===== config.mk =====
export PLATFORM = sky130hd
export DESIGN_NAME = pipeline_controller
export DESIGN_NICKNAME = d
export VERILOG_FILES = /design/src/rtl/pipeline_controller.sv
export SDC_FILE = /design/constraint.sdc
export NUM_CORES = 1
export LEC_CHECK = 0
export ABC_CLOCK_PERIOD_IN_PS = 2600
export CORE_MARGIN = 3
export CORE_UTILIZATION = 40
export CTS_BUF_LIST = sky130_fd_sc_hd__clkbuf_4
export DETAILED_ROUTE_END_ITERATION = 16
export PLACE_DENSITY = 0.85
export SLEW_MARGIN = 5
export SYNTH_ARGS = -nofsm -noshare
export SYNTH_HDL_FRONTEND = slang
export SYNTH_SLANG_ARGS = --single-unit

===== constraint.sdc =====
create_clock -name clk -period 2.6 [get_ports clk]
set_input_delay 0.52 -clock clk [delete_from_list [all_inputs] [get_ports clk]]
set_output_delay 0.52 -clock clk [all_outputs]
set_load 0.01 [all_outputs]

===== src/rtl/pipeline_controller.sv =====
// Pipeline hazard controller: stall/flush/enable generation, operand forwarding
// and data-memory wait/timeout tracking for a 5-stage in-order pipeline.
// Optional feature macro: PIPELINE_CONTROLLER_FORWARD_EN (E-stage forwarding;
// when undefined, forwarding is tied off and RAW hazards on E/M stall instead).
module pipeline_controller #(
  parameter int unsigned MEM_TIMEOUT = 255
) (
  input  logic        clk,
  input  logic        aclr,
  input  logic [4:0]  rs1_addrD,
  input  logic [4:0]  rs2_addrD,
  input  logic        rs1_useD,
  input  logic        rs2_useD,
  input  logic [4:0]  rd_addrE,
  input  logic        rd_wrenE,
  input  logic        ld_E,
  input  logic [4:0]  rs1_addrE,
  input  logic [4:0]  rs2_addrE,
  input  logic [4:0]  rd_addrM,
  input  logic        rd_wrenM,
  input  logic        mem_reqM,
  input  logic        mem_ackM,
  input  logic [4:0]  rd_addrW,
  input  logic        rd_wrenW,
  input  logic        br_takenE,
  output logic        en_pc,
  output logic        en_fd,
  output logic        en_de,
  output logic        en_em,
  output logic        en_mw,
  output logic        clr_fd,
  output logic        clr_de,
  output logic [1:0]  fwd_aE,
  output logic [1:0]  fwd_bE,
  output logic        mem_busy,
  output logic        mem_err,
  output logic [15:0] stall_cnt
);

  localparam int unsigned CW = 8;
  localparam int unsigned SW = 16;

  typedef enum logic [1:0] {RUN = 2'd0, WAIT = 2'd1, ERR = 2'd2} state_t;

  state_t        state, state_nxt;
  logic [CW-1:0] wait_cnt, wait_cnt_nxt;
  logic          mem_err_nxt;
  logic          br_pend, br_pend_nxt;
  logic [SW-1:0] stall_cnt_nxt;
  logic          freeze;
  logic          branch;
  logic          raw_stall;
  logic          rs1_hit_e, rs2_hit_e;

  // Decode sources that depend on the instruction currently in execute.
  assign rs1_hit_e = rd_wrenE && (rd_addrE != 5'd0) && rs1_useD && (rs1_addrD == rd_addrE);
  assign rs2_hit_e = rd_wrenE && (rd_addrE != 5'd0) && rs2_useD && (rs2_addrD == rd_addrE);

`ifdef PIPELINE_CONTROLLER_FORWARD_EN
  // Only a load in execute cannot be forwarded in time.
  assign raw_stall = ld_E && (rs1_hit_e || rs2_hit_e);

  // Memory stage holds the youngest value, so it wins over writeback.
  assign fwd_aE = (rd_wrenM && (rd_addrM != 5'd0) && (rd_addrM == rs1_addrE)) ? 2'b01 :
                  (rd_wrenW && (rd_addrW != 5'd0) && (rd_addrW == rs1_addrE)) ? 2'b10 : 2'b00;
  assign fwd_bE = (rd_wrenM && (rd_addrM != 5'd0) && (rd_addrM == rs2_addrE)) ? 2'b01 :
                  (rd_wrenW && (rd_addrW != 5'd0) && (rd_addrW == rs2_addrE)) ? 2'b10 : 2'b00;
`else
  logic rs1_hit_m, rs2_hit_m;
  logic unused_fwd_inputs;

  // Without bypassing, any in-flight E/M producer must drain first; W is covered by write-through.
  assign rs1_hit_m = rd_wrenM && (rd_addrM != 5'd0) && rs1_useD && (rs1_addrD == rd_addrM);
  assign rs2_hit_m = rd_wrenM && (rd_addrM != 5'd0) && rs2_useD && (rs2_addrD == rd_addrM);
  assign raw_stall = rs1_hit_e || rs2_hit_e || rs1_hit_m || rs2_hit_m;

  assign fwd_aE = 2'b00;
  assign fwd_bE = 2'b00;
  assign unused_fwd_inputs = ^{ld_E, rs1_addrE, rs2_addrE, rd_addrW, rd_wrenW};
`endif

  // State, wait counter, error flag, held branch and stall counter.
  always_ff @(posedge clk or posedge aclr) begin
    if (aclr) begin
      state     <= RUN;
      wait_cnt  <= '0;
      mem_err   <= 1'b0;
      br_pend   <= 1'b0;
      stall_cnt <= '0;
    end else begin
      state     <= state_nxt;
      wait_cnt  <= wait_cnt_nxt;
      mem_err   <= mem_err_nxt;
      br_pend   <= br_pend_nxt;
      stall_cnt <= stall_cnt_nxt;
    end
  end

  // Next-state logic and priority-resolved enables: freeze > branch > stall > run.
  always_comb begin
    state_nxt     = state;
    wait_cnt_nxt  = wait_cnt;
    mem_err_nxt   = mem_err;
    br_pend_nxt   = br_pend;
    stall_cnt_nxt = stall_cnt;
    en_pc         = 1'b1;
    en_fd         = 1'b1;
    en_de         = 1'b1;
    en_em         = 1'b1;
    en_mw         = 1'b1;
    clr_fd        = 1'b0;
    clr_de        = 1'b0;

    freeze   = (mem_reqM && !mem_ackM) || (state == ERR);
    branch   = !freeze && (br_takenE || br_pend);
    mem_busy = (state == WAIT) || freeze;

    case (state)
      RUN: begin
        if (mem_reqM && !mem_ackM) state_nxt = WAIT;
      end
      WAIT: begin
        if (mem_ackM) begin
          state_nxt    = RUN;
          wait_cnt_nxt = '0;
        end else if (wait_cnt == CW'(MEM_TIMEOUT - 1)) begin
          state_nxt    = ERR;
          mem_err_nxt  = 1'b1;
          wait_cnt_nxt = '0;
        end else begin
          wait_cnt_nxt = wait_cnt + CW'(1);
        end
      end
      ERR: begin
        state_nxt = ERR;
      end
      default: state_nxt = RUN;
    endcase

    if (freeze) begin
      en_pc = 1'b0;
      en_fd = 1'b0;
      en_de = 1'b0;
      en_em = 1'b0;
      en_mw = 1'b0;
    end else if (branch) begin
      clr_fd = 1'b1;
      clr_de = 1'b1;
    end else if (raw_stall) begin
      en_pc  = 1'b0;
      en_fd  = 1'b0;
      clr_de = 1'b1;
    end

    // A branch seen while frozen is remembered until the pipeline can move.
    br_pend_nxt = freeze ? (br_pend || br_takenE) : 1'b0;

    if (!en_fd && (stall_cnt != {SW{1'b1}})) stall_cnt_nxt = stall_cnt + SW'(1);
  end

endmodule


==> summary.md <==
| Metric | Value |
|---|---|
| Status | `complete, no violations` |
| Synth cell types | `36` |
| Synth Instances | `181` |
| DRT met1 WL | `1.89 mm` |
| Setup violators final | `0` |
| Vias in the first global route | `1528` |
| IO Pins | `75` |
| Avg Inst Size Synth | `9.55 um2` |
| Layout Nets | `295` |
| Max incr delay on CP | `0.45 ns` |
| Worst Tran Pin Value | `0.701 ns` |
| Die extent in y | `71.7 um` |
| Critical path class | `primary input to primary output` |
| Cell Chain, Critical Path | `clkdlybuf4s50_1 -> xnor2_1 -> nand4_1 -> o22ai_2 -> a32oi_4 -> o21ai_2 -> inv_1 -> buf_2` |
| Max Clock Freq | `392 MHz` |
| EDFF count, synth | `0` |
| WP buf/inv | `3` |
| Tcrit/Tclk final | `98.0%` |
| Worst path top cell family by delay | `buffers and inverters` |
| Synth warn | `0` |
| Via-to-Cell Ratio | `5.19` |
| Worst vdd ir | `0.502 mV` |
| Core box area | `4090 um2` |
| Layout cells sized above 1 | `11.4%` |
| Via count | `1530` |
| Final slew viol count | `0` |
| Routed wl met2 | `2.00 mm` |
| Power per cell area | `477 nW/um2` |
| Final Skew | `0.00633 ns` |
| DR WL/cell | `14.2 um` |
| Type of the worst min-delay path | `register to register` |
| Critical Path AT | `2.03 ns` |
| Initial Util | `42.3%` |
| Synth area leaders | `dfrtp_1, xnor2_1, nand2_1` |
| Largest net degree at the start of global routing | `29` |
| Post-DP HPWL | `3.19 mm` |
| Top-area cell type share of the netlist area | `40.6%` |
| Fin crit period | `2.55 ns` |
| Gr usage total | `16.8%` |
| Largest area contributor in the netlist | `dfrtp_1` |
| Crit end category | `primary output` |
| Crit start category | `primary input` |
| N_diodes | `0` |
| CTS buffer count | `3` |
| WHS | `0.475 ns` |
| Seq cells post-synth | `28` |
| GRT Residual Overflow | `0` |
| Final Hold Fails | `0` |
| Clock latency on the worst-skew pair | `0.32 ns` |
| Mapped cell area | `1730 um2` |
| Initial antenna violation count | `0` |
| Critical Path Stages | `8` |
| P_leak | `1.05 nW` |
| IO buf count | `53` |
| Rows | `23` |
| P&R area growth vs syn | `39.0%` |
| Reg2reg start | `stall_cnt[0]` |
| HP Start | `state[1]` |
| Post-synth ARST share | `100%` |
| Die ar. | `5140 um2` |
| Top Layer Used | `met4` |
| Worst path required time | `2.08 ns` |
| CTS sink cnt | `28` |
| Max Cap Viol | `0` |
| Crit path max-delay cell type | `clkdlybuf4s50_1` |
| Slew HR | `52.9%` |
| Root buffer cell | `clkbuf_4` |
| Drt total wl | `4.20 mm` |
| Post-synth top flop | `dfrtp_1` |
| Final antenna-violating net count | `0` |
| CP max FO | `3` |
| Setup crit start | `rs2_addrD[0]` |
| Final RePlAce weighted congestion | `0.884` |
| 1st-iter DRT viols | `38` |
| Worst R2R Path Depth | `8` |
| Clk buf depth | `2` |
| Clock slew at reported path FFs | `0.14 ns` |
| First-pass GRT wire length | `6.97 mm` |
| RSZ-0062 raised after global routing | `false` |
| Final core utilization | `58.8%` |
| DR DRC count | `0` |
| Metal3 WL | `212 um` |
| Cells on Worst Hold Path | `1` |
| Hold_buf cts | `0` |
| CTS tree | `yes` |
| Drt pass-1 iters | `4` |
| Post-synthesis sequential area ratio | `40.6%` |
| # H-tree levels | `1` |
| DIE WIDTH | `71.7 um` |
| Setup_tns | `0 ns` |
worst register-to-register path, delay by kind of cell, from the launching register on:
kind | cells | cell delay (ns)
mux | 1 | 0.30
flops | 1 | 0.46
simple gates | 3 | 0.58
buf+inv | 2 | 0.24
fa+ha+maj | 1 | 0.23
compound gates | 1 | 0.29
cell usage in the layout (no fill, tap or decap), types with 2 or more instances in the layout:
cell type	instances
xnor2_1	33
clkdlybuf4s50_1	33
dfrtp_1	28
nand2_1	19
buf_4	12
nor2_1	11
nand4_1	11
dlygate4sd2_1	11
nand3_1	9
o21ai_0	9
inv_1	7
nand2b_1	6
dlymetal6s2s_1	5
and3_1	4
and4_1	4
conb_1	4
nor2b_1	3
ha_1	3
clkbuf_4	3
buf_2	3
o22ai_2	2
o21ai_1	2
xor2_1	2
o31ai_1	2
final cells by class:
class	instances	area, um2
fillers	349	1690
multi-input cells	140	966
flip-flops and latches	28	701
repair buffers	66	619
well taps	50	62.6
inverters	7	26.3
clock buffers	3	22.5
clock inverters	1	3.75
cells in the mapped netlist (all sizes together), types with 3 or more instances:
cell type  number
dfrtp          28
inv             7
o31ai           3
and3            4
nand2b          6
nand4          11
nor2           11
nand2          19
xnor2          33
nor2b           3
o21ai          12
buf             7
and4            4
ha              3
nand3           9
layer usage:
metal  up-vias  GRT usage, %
met3        10          1.96
met2        56          27.9
met4         0          6.47
li1        740             -
met5         -             0
met1       724          22.5
metrics by stage:
step           std cells  worst slack (ns)  total power [mW]  instance area [um2]
5_1_grt              295           0.00101              1.22                 2400
3_3_place_gp         290            -0.578             0.962                 2370
3_5_place_dp         290            -0.604             0.977                 2370
4_1_cts              295           0.00152              1.15                 2390
2_1_floorplan        184             0.230             0.755                 1740
6_report             295            0.0508              1.15                 2400
power by group:
part           total (mW)  leakage [nW]  switching (mW)  internal [mW]
logic               0.390         0.663           0.163          0.227
clock network       0.181        0.0154           0.124         0.0562
registers           0.576         0.371          0.0831          0.492
total                1.15          1.05           0.370          0.776
logic make-up after synthesis:
group	after synthesis	synth area share (%)
XOR/XNOR	35	17.7
AO/OA/AOI/OAI	23	10.5
flip-flops	28	40.6
other	1	0.217
AND/OR/NAND/NOR	72	21.7
multiplexers	3	2.10
adder cells (fa/ha/maj)	3	2.17
buffers and inverters	16	5.00
flip-flops by register name, indices dropped and copies added, names as in the netlist:
name       cells
br_pend        1
mem_err        1
stall_cnt     16
state          2
wait_cnt       8
what timing repair did:
item	in CTS	in global routing
gates resized for setup	28	7
pin swaps	7	5
buffers inserted	1	0
endpoints found under the setup margin	7	3
final timing paths:
path,slack [ns],to
max,0.05,en_fd
min,0.47,state[0]
max reg2reg,0.43,stall_cnt[1]
min reg2reg,0.47,state[0]
max in group asynchronous,1.80,wait_cnt[2]
min in group asynchronous,0.54,stall_cnt[8]
No activity file was read; power rests on OpenSTA's default activity.
